`config.mk`:
```
export PLATFORM = sky130hd
export DESIGN_NAME = muldiv_arbiter
export DESIGN_NICKNAME = d
export VERILOG_FILES = /design/src/rtl/muldiv_arbiter_pkg.sv /design/src/rtl/muldiv_arbiter_rr_pick2.sv /design/src/rtl/muldiv_arbiter.sv
export SDC_FILE = /design/constraint.sdc
export NUM_CORES = 1
export LEC_CHECK = 0
export ABC_AREA = 0
export CAP_MARGIN = 20
export CORE_MARGIN = 4
export CORE_UTILIZATION = 39
export DETAILED_ROUTE_END_ITERATION = 7
export PLACE_DENSITY = 0.82
export SLEW_MARGIN = 20
export SYNTH_ARGS = -nofsm -noshare
export SYNTH_HDL_FRONTEND = slang
export SYNTH_SLANG_ARGS = --single-unit
```
`constraint.sdc`:
```
create_clock -name clock -period 4.8 [get_ports clock]
set_input_delay 0.96 -clock clock [delete_from_list [all_inputs] [get_ports clock]]
set_output_delay 0.96 -clock clock [all_outputs]
set_load 0.02 [all_outputs]
```
`src/rtl/muldiv_arbiter_pkg.sv`:
```
// Shared types and constants for the two-port M-extension engine arbiter.
package muldiv_arbiter_pkg;

    typedef enum logic [1:0] {
        ST_IDLE = 2'd0,
        ST_BUSY = 2'd1,
        ST_RESP = 2'd2
    } state_t;

    typedef enum logic {
        OWNER_A = 1'b0,
        OWNER_B = 1'b1
    } owner_t;

    localparam logic [6:0] MULDIV_FUNCT7 = 7'b0000001;

    localparam logic [2:0] F3_MUL    = 3'd0;
    localparam logic [2:0] F3_MULH   = 3'd1;
    localparam logic [2:0] F3_MULHSU = 3'd2;
    localparam logic [2:0] F3_MULHU  = 3'd3;
    localparam logic [2:0] F3_DIV    = 3'd4;
    localparam logic [2:0] F3_DIVU   = 3'd5;
    localparam logic [2:0] F3_REM    = 3'd6;
    localparam logic [2:0] F3_REMU   = 3'd7;

endpackage

```
`src/rtl/muldiv_arbiter_rr_pick2.sv`:
```
// Combinational two-way round-robin picker; on a tie the port that was not granted last wins.
module rr_pick2
    import muldiv_arbiter_pkg::*;
(
    input  logic valid_a,
    input  logic valid_b,
    input  logic last,
    output logic grant_a,
    output logic grant_b
);

    assign grant_a = valid_a & (~valid_b | (last == OWNER_B));
    assign grant_b = valid_b & (~valid_a | (last == OWNER_A));

endmodule

```
`src/rtl/muldiv_arbiter.sv`:
```
// Shares one iterative mul/div engine between ports A and B: round-robin accept,
// operands held stable through the iteration, result returned on a valid/ready channel.
module muldiv_arbiter
    import muldiv_arbiter_pkg::*;
#(
    parameter int TIMEOUT = 40,
    parameter int DATA_W  = 32
) (
    input  logic              clock,
    input  logic              reset,
    input  logic              a_req_valid,
    output logic              a_req_ready,
    input  logic [2:0]        a_req_funct3,
    input  logic [DATA_W-1:0] a_req_s1,
    input  logic [DATA_W-1:0] a_req_s2,
    input  logic              b_req_valid,
    output logic              b_req_ready,
    input  logic [2:0]        b_req_funct3,
    input  logic [DATA_W-1:0] b_req_s1,
    input  logic [DATA_W-1:0] b_req_s2,
    output logic              a_resp_valid,
    input  logic              a_resp_ready,
    output logic              b_resp_valid,
    input  logic              b_resp_ready,
    output logic [DATA_W-1:0] resp_data,
    output logic              resp_err,
    output logic              eng_is_op_alu,
    output logic [2:0]        eng_funct3,
    output logic [6:0]        eng_funct7,
    output logic [DATA_W-1:0] eng_s1,
    output logic [DATA_W-1:0] eng_s2,
    input  logic [DATA_W-1:0] eng_rd,
    input  logic              eng_wait
);

    localparam int CNT_W = $clog2(TIMEOUT + 1);

    state_t            r_state;
    owner_t            r_owner;
    owner_t            r_last_grant;
    logic [2:0]        r_funct3;
    logic [DATA_W-1:0] r_s1;
    logic [DATA_W-1:0] r_s2;
    logic [DATA_W-1:0] r_result;
    logic              r_err;
    logic [CNT_W-1:0]  r_cnt;

    logic              w_grant_a;
    logic              w_grant_b;
    logic              w_idle;
    logic              w_busy;
    logic              w_resp;
    owner_t            w_win_owner;
    logic [2:0]        w_win_funct3;
    logic [DATA_W-1:0] w_win_s1;
    logic [DATA_W-1:0] w_win_s2;
    logic              w_consumed;

    rr_pick2 u_pick (
        .valid_a (a_req_valid),
        .valid_b (b_req_valid),
        .last    (r_last_grant),
        .grant_a (w_grant_a),
        .grant_b (w_grant_b)
    );

    assign w_idle = (r_state == ST_IDLE);
    assign w_busy = (r_state == ST_BUSY);
    assign w_resp = (r_state == ST_RESP);

    // Ready is masked during reset so every output reads 0 while reset is held.
    assign a_req_ready = ~reset & w_idle & w_grant_a;
    assign b_req_ready = ~reset & w_idle & w_grant_b;

    assign w_win_owner  = w_grant_a ? OWNER_A : OWNER_B;
    assign w_win_funct3 = w_grant_a ? a_req_funct3 : b_req_funct3;
    assign w_win_s1     = w_grant_a ? a_req_s1 : b_req_s1;
    assign w_win_s2     = w_grant_a ? a_req_s2 : b_req_s2;

    assign w_consumed = ((r_owner == OWNER_A) & a_resp_ready) |
                        ((r_owner == OWNER_B) & b_resp_ready);

    // Engine inputs are zero outside BUSY so the engine drops out of its iteration and stays idle.
    assign eng_is_op_alu = w_busy;
    assign eng_funct7    = w_busy ? MULDIV_FUNCT7 : 7'd0;
    assign eng_funct3    = w_busy ? r_funct3 : 3'd0;
    assign eng_s1        = w_busy ? r_s1 : '0;
    assign eng_s2        = w_busy ? r_s2 : '0;

    assign a_resp_valid = w_resp & (r_owner == OWNER_A);
    assign b_resp_valid = w_resp & (r_owner == OWNER_B);
    assign resp_data    = r_result;
    assign resp_err     = r_err;

    always_ff @(posedge clock or posedge reset) begin
        if (reset) begin
            r_state      <= ST_IDLE;
            r_owner      <= OWNER_A;
            r_last_grant <= OWNER_B;
            r_funct3     <= 3'd0;
            r_s1         <= '0;
            r_s2         <= '0;
            r_result     <= '0;
            r_err        <= 1'b0;
            r_cnt        <= '0;
        end else begin
            case (r_state)
                ST_IDLE: begin
                    if (w_grant_a | w_grant_b) begin
                        r_owner      <= w_win_owner;
                        r_last_grant <= w_win_owner;
                        r_funct3     <= w_win_funct3;
                        r_s1         <= w_win_s1;
                        r_s2         <= w_win_s2;
                        r_cnt        <= '0;
                        r_state      <= ST_BUSY;
                    end
                end
                ST_BUSY: begin
                    if (!eng_wait) begin
                        r_result <= eng_rd;
                        r_err    <= 1'b0;
                        r_state  <= ST_RESP;
                    end else if (r_cnt == CNT_W'(TIMEOUT - 1)) begin
                        // TIMEOUT-th waiting cycle: abort with an error instead of a result.
                        r_cnt    <= r_cnt + CNT_W'(1);
                        r_result <= '0;
                        r_err    <= 1'b1;
                        r_state  <= ST_RESP;
                    end else begin
                        r_cnt <= r_cnt + CNT_W'(1);
                    end
                end
                ST_RESP: begin
                    if (w_consumed) begin
                        r_state <= ST_IDLE;
                    end
                end
                default: begin
                    r_state <= ST_IDLE;
                end
            endcase
        end
    end

endmodule
```
### Word-level counts from Yosys, hierarchy flattened

Index checks and enable logic that the tools add are counted.

* add/sub/neg operators: 1
* $mul: 0
* div/mod/pow operators: 0
* magnitude comparators: 0
* eq/ne operators: 8
* shift-type cells: 0
* multiplexer cells: 20
* bitwise logic cells: 18
* reduce and logical (&&, ||, !) cells: 6

Operator list (count)
* 2-to-1 mux 32 bit: 6
* 2-to-1 mux 6 bit: 2
* case mux 6 bit (2 select lines): 1
* AND 1 bit: 9
* 2-to-1 mux 2 bit: 4
* adder 6 x 1 -> 6 bit, second input constant: 1
* equality test 6 bit, second input constant: 1
* 2-to-1 mux 3 bit: 2
* inequality test 2 x 1 -> 1 bit, second input constant: 3
* case mux 2 bit (3 select lines): 1
* AND reduction 3 bit: 2
* inverter 1 bit: 5
* 2-to-1 mux 1 bit: 4
* bitwise OR 1 bit: 4
* AND reduction 2 bit: 2
* inequality test 3 x 2 -> 1 bit, second input constant: 1
* equality test 2 x 1 -> 1 bit, second input constant: 1
* equality test 2 bit, second input constant: 1
* logical NOT 2 bit: 1
* inequality test 2 bit, second input constant: 1
* nonzero test 2 bit: 1

* register bits: 110
* bits in latches: 0
* bits in writable memories: 0
* ROM bits: 0
* input bits: 173
* output and inout bits: 112
* memories kept: 0

### Depth between registers and ports, before layout

Gate-level depths: netlist of the first run.

* depth after elaboration: 6
* gate-level depth with buffers: 7
* mapped depth without buffers: 5

### By module

From an unflattened synthesis of the first run, not the netlist that was laid out.

* cell total of the unflattened synthesis: 510
* area total of the unflattened synthesis: 5305.1 um^2

Modules (own cells, without submodules)
* muldiv_arbiter: times used 1, cells each 507, area each 5286.3 um^2
* rr_pick2: times used 1, cells each 3, area each 18.8 um^2

### Worst setup path after synthesis of the first run

No wires, ideal clock.

* path type: in2out
* start: in b_req_valid
* end: out a_req_ready
* data arrival time: 2.185 ns
* slack: 1.655 ns
* stages on the path: 6
* buffers on the path: 3
* cells stage by stage: inv_1 > o21ai_0 > buf_2 > buf_4 > buf_4 > nor4_1

* longest elaborated chain between the ends: 4

Ends and longest elaborated chain
* start, declared: RTL line muldiv_arbiter.sv:16 `input logic b_req_valid,`
* inverter 1 bit: RTL line muldiv_arbiter_rr_pick2.sv:12 `assign grant_a = valid_a & (~valid_b | (last == OWNER_B));`
* bitwise OR 1 bit: RTL line muldiv_arbiter_rr_pick2.sv:12
* AND 1 bit: RTL line muldiv_arbiter_rr_pick2.sv:12
* AND 1 bit: RTL line muldiv_arbiter.sv:72 `assign a_req_ready = ~reset & w_idle & w_grant_a;`
* end, declared: RTL line muldiv_arbiter.sv:12 `output logic a_req_ready,`

No other way between the ends.

### Worst setup path in the final report of the first run

* start: reg r_state[0]
* end: out eng_funct3[1]

* longest elaborated chain between the ends: 2

Ends and longest elaborated chain
* start, declared: RTL line muldiv_arbiter.sv:38 `state_t r_state;`
* start signal, assigned: RTL line muldiv_arbiter.sv:97 `r_state <= ST_IDLE;`
* start signal, assigned: RTL line muldiv_arbiter.sv:116 `r_state <= ST_BUSY;`
* start signal, assigned: RTL line muldiv_arbiter.sv:123 `r_state <= ST_RESP;`
* equality test 2 x 1 -> 1 bit: RTL line muldiv_arbiter.sv:68 `assign w_busy = (r_state == ST_BUSY);`
* 2-to-1 mux 3 bit: RTL line muldiv_arbiter.sv:86 `assign eng_funct3 = w_busy ? r_funct3 : 3'd0;`
* end, declared: RTL line muldiv_arbiter.sv:28 `output logic [2:0] eng_funct3,`

No other way between the ends.

==> run_results.csv, run 1 <==
group,metric,value,unit
place,port_buffers,278,
setup_path,path_class,"reg2out",
power_and_ir_drop,p_int,3.08,mW
power_and_ir_drop,p_comb_share,50.9,%
setup_path,rr_worst_depth,5,
setup_path,regToRegEndpoint,"resp_data[21]",
place,place_inst,930,
power_and_ir_drop,power_frac_clock,17.1,%
synthesis,synth_area,5240,um2
setup_path,ff2ff_setup_slack,2.06,ns
power_and_ir_drop,sw_frac_of_total,38.7,%
worst_hold_path,hold_path_class,"reg2reg",
place,place_congestion,0.792,
route,wire_per_inst,16.5,um
floorplan,rows,42,
sta,fmax,259,MHz
power_and_ir_drop,report.power.total,5.03,mW
sta,min_period,3.87,ns
sta,skew,0.00727,ns
cts,post-cts-setup-buffers,0,
synthesis,seq_area_frac_synth,52.6,%
floorplan,die_area,15300,um2
sta,fin_setup_tns,0,ns
finish,final_cell_count_no_fill,947,
power_and_ir_drop,leakage,3.81,nW
global_routing,overflow,0,
cts,postCtsHoldBufs,0,
setup_path,crit_arrival,2.91,ns
global_routing,grt_usage,19.7,%
power_and_ir_drop,power_frac_seq,32.0,%
floorplan,coreArea,13200,um2
setup_path,worst-path-max-fanout,76,
setup_path,start_kind,"register",
route,drt-initial-drc-count,175,
cts,cts_max_path_buffers,2,
cts,cts_resized,0,
cts,clk_latency,0.35,ns
route,first_pass_iters,4,
sta,slew_viol_final,0,
synthesis,yosys_warnings,0,
sta,timing.final.ws_setup,0.932,ns
synthesis,avgSynthCellArea,10.3,um2
cts,root_buffer,"clkbuf_16",
setup_path,endpoint_kind,"primary output",
synthesis,synth_top_area_share,52.1,%
floorplan,die_x,124,um
finish,fin_util,64.3,%
route,ant_nets,0,
floorplan,ioPinCount,285,
sta,rsz0062_at_grt,"false",
setup_path,crit_end,"eng_funct3[1]",
global_routing,grt_max_degree,81,
sta,tightest_slew,0.961,ns
global_routing,grt_pass1_vias,4648,
synthesis,synth_cell_types,31,
synthesis,ys_seq_elements,110,
setup_path,startpoint,"r_state[0]",
power_and_ir_drop,vdd_drop_max,234,uV
cts,cts.sinks,110,
route,drc,0,
synthesis,synth_area_leaders,"dfrtp_1, mux2i_1, and2_1",
sta,hold_viol_final,0,
finish,diodes,0,
route,vias,4669,
job,maxCapViolCount,0,
setup_path,reg2reg_from,"r_state[0]",
floorplan,fp.dieH,124,um
power_and_ir_drop,power_density,593,nW/um2
global_routing,antenna_found_initial,0,
route,finalWirelength,15.6,mm
synthesis,synth.largest_area_cell,"dfrtp_1",
power_and_ir_drop,p_switching,1.95,mW
cts,clk_pin_slew_worst_paths,0.07,ns
sta,setup_viol,0,
finish,area_growth,62.0,%
finish,layout_commonest_cell,"clkdlybuf4s50_1",
floorplan,start_util,39.7,%
setup_path,worstPathRequired,3.84,ns
place,post-dp-hpwl,11.9,mm
sta,relSlewSlack,36.0,%
cts,cts_tree,"yes",
global_routing,grt_pass1_wl,23.2,mm
place,post-place-ws,1.17,ns
route,viasPerCell,4.93,
status,outcome,"finished, final reports clean",
finish,drive_above_1_share,3.89,%
cts,cts_buffers,9,
cts,h-tree-depth,3,
sta,post-route-period-util,80.6,%
synthesis,synth_cells,510,
finish,layout_common_cells,"clkdlybuf4s50_1, dfrtp_1, nand2_1",
finish,fin_nets,940,
## layout make-up
cell class | instances | area (um2)
flip-flops and latches | 110 | 2750
clock inverters | 7 | 128
inverters | 4 | 18.8
multi-input cells | 357 | 2300
fillers | 1045 | 4710
repair buffers | 284 | 2840
clock buffers | 9 | 225
well taps | 176 | 220
## power by group through the flow
stage	registers [mW]	clock network, mW	logic (mW)
global route	1.67	0.919	2.78
global placement	1.60	0	2.51
finish	1.61	0.862	2.56
CTS	1.61	0.885	2.58
detailed placement	1.62	0	2.57
floorplan	1.71	0	1.32
## Yosys cell counts, drive strengths merged
cell type	count
a21oi	5
and2	70
or2b	1
mux2i	68
a22o	32
and2b	1
o21ai	75
or3	1
or2	1
or4	1
and3b	1
dfrtp	109
nor4	1
and3	1
buf	21
inv	4
nand2	75
a31oi	1
nand3	5
o31ai	3
clkbuf	23
dfstp	1
ha	1
nor4b	1
conb	1
nor3b	1
xor2	1
nor2	3
nor3	2
## routing by layer
layer | vias up | share of wire [%] | global-route usage [%]
met3 | 23 | 11 | 6.58
met4 | 0 | 1.9 | 6.92
li1 | 2247 | - | -
met2 | 225 | 49 | 34.4
met1 | 2174 | 38 | 22.4
met5 | - | 0 | 0
## cell families (layout without fill, tap and decap cells)
group / count (synthesis) / after routing / synth area share [%]
other cells: 1 / 6 / 0.0716
xor+xnor: 1 / 1 / 0.167
simple gates: 165 / 165 / 16.0
buf+inv: 48 / 304 / 4.37
compound gates: 116 / 116 / 13.5
fa+ha+maj: 1 / 1 / 0.239
mux: 68 / 68 / 13.0
flops: 110 / 110 / 52.6
## worst max-delay path, cell delays in order, from the launching register on
cell and delay, ns:
dfrtp_1 0.47, or2b_1 0.31, clkinv_2 0.68, and2_1 0.48
clkdlybuf4s50_1 0.57
## stage by stage
stage	hold WS, ns	instance area, um2
floorplan	0.442	5260
global route	0.500	8480
finish	0.472	8480
global placement	0.456	8110
detailed placement	0.462	8120
CTS	0.478	8470
## sequential cells by signal, indices dropped and copies added, names as in the netlist
| name | cells |
|---|---|
| r_cnt | 6 |
| r_funct3 | 3 |
| r_last_grant | 1 |
| r_owner | 1 |
| r_s1 | 32 |
| r_s2 | 32 |
| r_state | 2 |
| resp_data | 32 |
| resp_err | 1 |
## how the worst min path moves through the flow
stage | start | endpoint | slack (ns) | depth (start not counted)
finish | r_s2[21] | r_s2[21] | 0.47 | 2
global route | r_s1[15] | r_s1[15] | 0.50 | 2
CTS | r_s2[20] | r_s2[20] | 0.48 | 2
detailed placement | r_s1[19] | r_s1[19] | 0.46 | 2
global placement | r_s1[11] | r_s1[11] | 0.46 | 2
floorplan | r_funct3[0] | r_funct3[0] | 0.44 | 2
(Power assumes the default switching activity.)
==> inputs of run 2 (changes only) <==
- CORE_UTILIZATION: 39 -> 36
- PLACE_DENSITY: 0.82 -> 0.8
- clock period: 4.8 -> 3.3 ns (I/O delays scaled with it)
==> run_results.csv, run 2 (synthesis results as in run 1) <==
group,metric,value,unit
status,outcome,"finished, final reports clean",
setup_path,startpoint,"r_state[1]",
finish,layout_commonest_cell,"clkdlybuf4s50_1",
setup_path,crit_arrival,2.41,ns
route,drt-initial-drc-count,183,
route,viasPerCell,4.85,
sta,fmax,326,MHz
sta,hold_viol_final,0,
route,finalWirelength,15.5,mm
setup_path,path_class,"reg2out",
setup_path,slowest_stage,"clkdlybuf4s50_1",
route,drc,0,
cts,post-cts-setup-buffers,0,
setup_path,ff2ff_setup_slack,1.14,ns
cts,cts.sinks,110,
cts,cts_tree,"yes",
finish,nFillCells,1164,
route,wire_per_inst,16.2,um
setup_path,crit_cells,5,
cts,cts_buffers,9,
power_and_ir_drop,power_density,837,nW/um2
setup_path,rr_worst_depth,5,
finish,fin_nets,944,
global_routing,grt_pass1_vias,4891,
setup_path,worst-path-max-fanout,40,
floorplan,coreArea,14000,um2
setup_path,reg2reg_from,"r_last_grant",
power_and_ir_drop,vdd_drop_max,481,uV
sta,fin_setup_tns,0,ns
global_routing,grt_usage,18.5,%
route,vias,4635,
setup_path,regToRegEndpoint,"r_s1[16]",
setup_path,crit_path_cell_trace,"or2b_1 -> inv_2 -> buf_4 -> and2_1 -> clkdlybuf4s50_1",
power_and_ir_drop,leakage,3.79,nW
power_and_ir_drop,report.power.total,7.08,mW
setup_path,crit_buf_inv,3,
route,first_pass_iters,4,
finish,layout_common_cells,"clkdlybuf4s50_1, dfrtp_1, nand2_1",
place,port_buffers,278,
setup_path,critPathMaxStageDelay,0.66,ns
floorplan,rows,43,
finish,area_growth,61.4,%
place,post-dp-hpwl,11.8,mm
place,place_congestion,0.876,
finish,drive_above_1_share,4.26,%
sta,tightest_slew,0.733,ns
cts,cts_max_path_buffers,2,
cts,postCtsHoldBufs,0,
setup_path,crit_end,"eng_s1[21]",
floorplan,die_area,16500,um2
floorplan,start_util,37.3,%
global_routing,overflow,0,
floorplan,ioPinCount,285,
sta,post-route-period-util,93.0,%
setup_path,start_kind,"register",
setup_path,worstPathRequired,2.64,ns
sta,rsz0062_at_grt,"false",
floorplan,fp.dieH,129,um
setup_path,crit_family,"buffers and inverters",
cts,clk_pin_slew_worst_paths,0.07,ns
cts,h-tree-depth,3,
sta,skew,0.00634,ns
sta,hold_ws,0.472,ns
setup_path,endpoint_kind,"primary output",
job,maxCapViolCount,0,
worst_hold_path,hold_path_class,"reg2reg",
cts,clk_latency,0.34,ns
route,ant_nets,0,
sta,relSlewSlack,51.2,%
cts,root_buffer,"clkbuf_16",
global_routing,grt_max_degree,137,
sta,min_period,3.07,ns
global_routing,grt_pass1_wl,24.4,mm
cts,cts_resized,0,
floorplan,die_x,129,um
finish,diodes,0,
global_routing,antenna_found_initial,0,
sta,setup_viol,0,
sta,slew_viol_final,0,
==> run 2: cell count changes in the layout (fill, tap and decap cells not counted), moves of 2 or more <==
cell,previous run,this run
bufinv_16,3,0
clkinvlp_4,0,3
buf_12,0,2
buf_4,5,8
==> run 2: area by class of cell <==
type	count	area [um2]	area share, %
timing repair buffer	288	2880	34.1
sequential	110	2750	32.6
multi-input combinational	357	2300	27.2
clock buffer	11	243	2.87
tap	180	225	2.66
clock inverter	5	33.8	0.400
inverter	4	18.8	0.222
==> run 2: worst min-delay path by stage <==
| stage | to | depth (start not counted) | slack [ns] | startpoint |
|---|---|---|---|---|
| after floorplan | r_funct3[0] | 2 | 0.44 | r_funct3[0] |
| after global placement | r_s2[13] | 2 | 0.45 | r_s2[13] |
| after detailed placement | r_s2[13] | 2 | 0.46 | r_s2[13] |
| after CTS | r_s2[13] | 2 | 0.48 | r_s2[13] |
| after global routing | r_s1[1] | 2 | 0.50 | r_s1[1] |
| final | r_s2[21] | 2 | 0.47 | r_s2[21] |
==> run 2: report_power, final <==
| group | internal [mW] | leakage (nW) | switching [mW] |
|---|---|---|---|
| sequential | 1.99 | 1.36 | 0.339 |
| clock | 0.533 | 0.132 | 0.474 |
| combinational | 1.77 | 2.30 | 1.98 |
==> run 2: worst min-delay path: cells and delay by family, from the launching register on <==
family,cells,cell delay [ns]
DFF,1,0.34
and+or+nand+nor,1,0.04
AOI/OAI and AO/OA,1,0.06
==> run 2: per-stage QoR <==
step,instance area (um2),instances,worst slack [ns],utilization [%]
after floorplan,5260,515,0.755,-
after global placement,8180,939,0.322,58.2
after detailed placement,8180,939,0.233,58.2
after CTS,8460,955,0.200,60.2
after global routing,8460,955,0.0750,60.2
final,8460,955,0.233,60.2
==> run 2: routing by layer <==
metal | track usage (%) | vias up | wire (um)
li1 | - | 2252 | -
met5 | 0 | - | 0
met1 | 22.4 | 2161 | 6400
met4 | 5.44 | 0 | 253
met3 | 5.31 | 18 | 1310
met2 | 32.2 | 204 | 7530
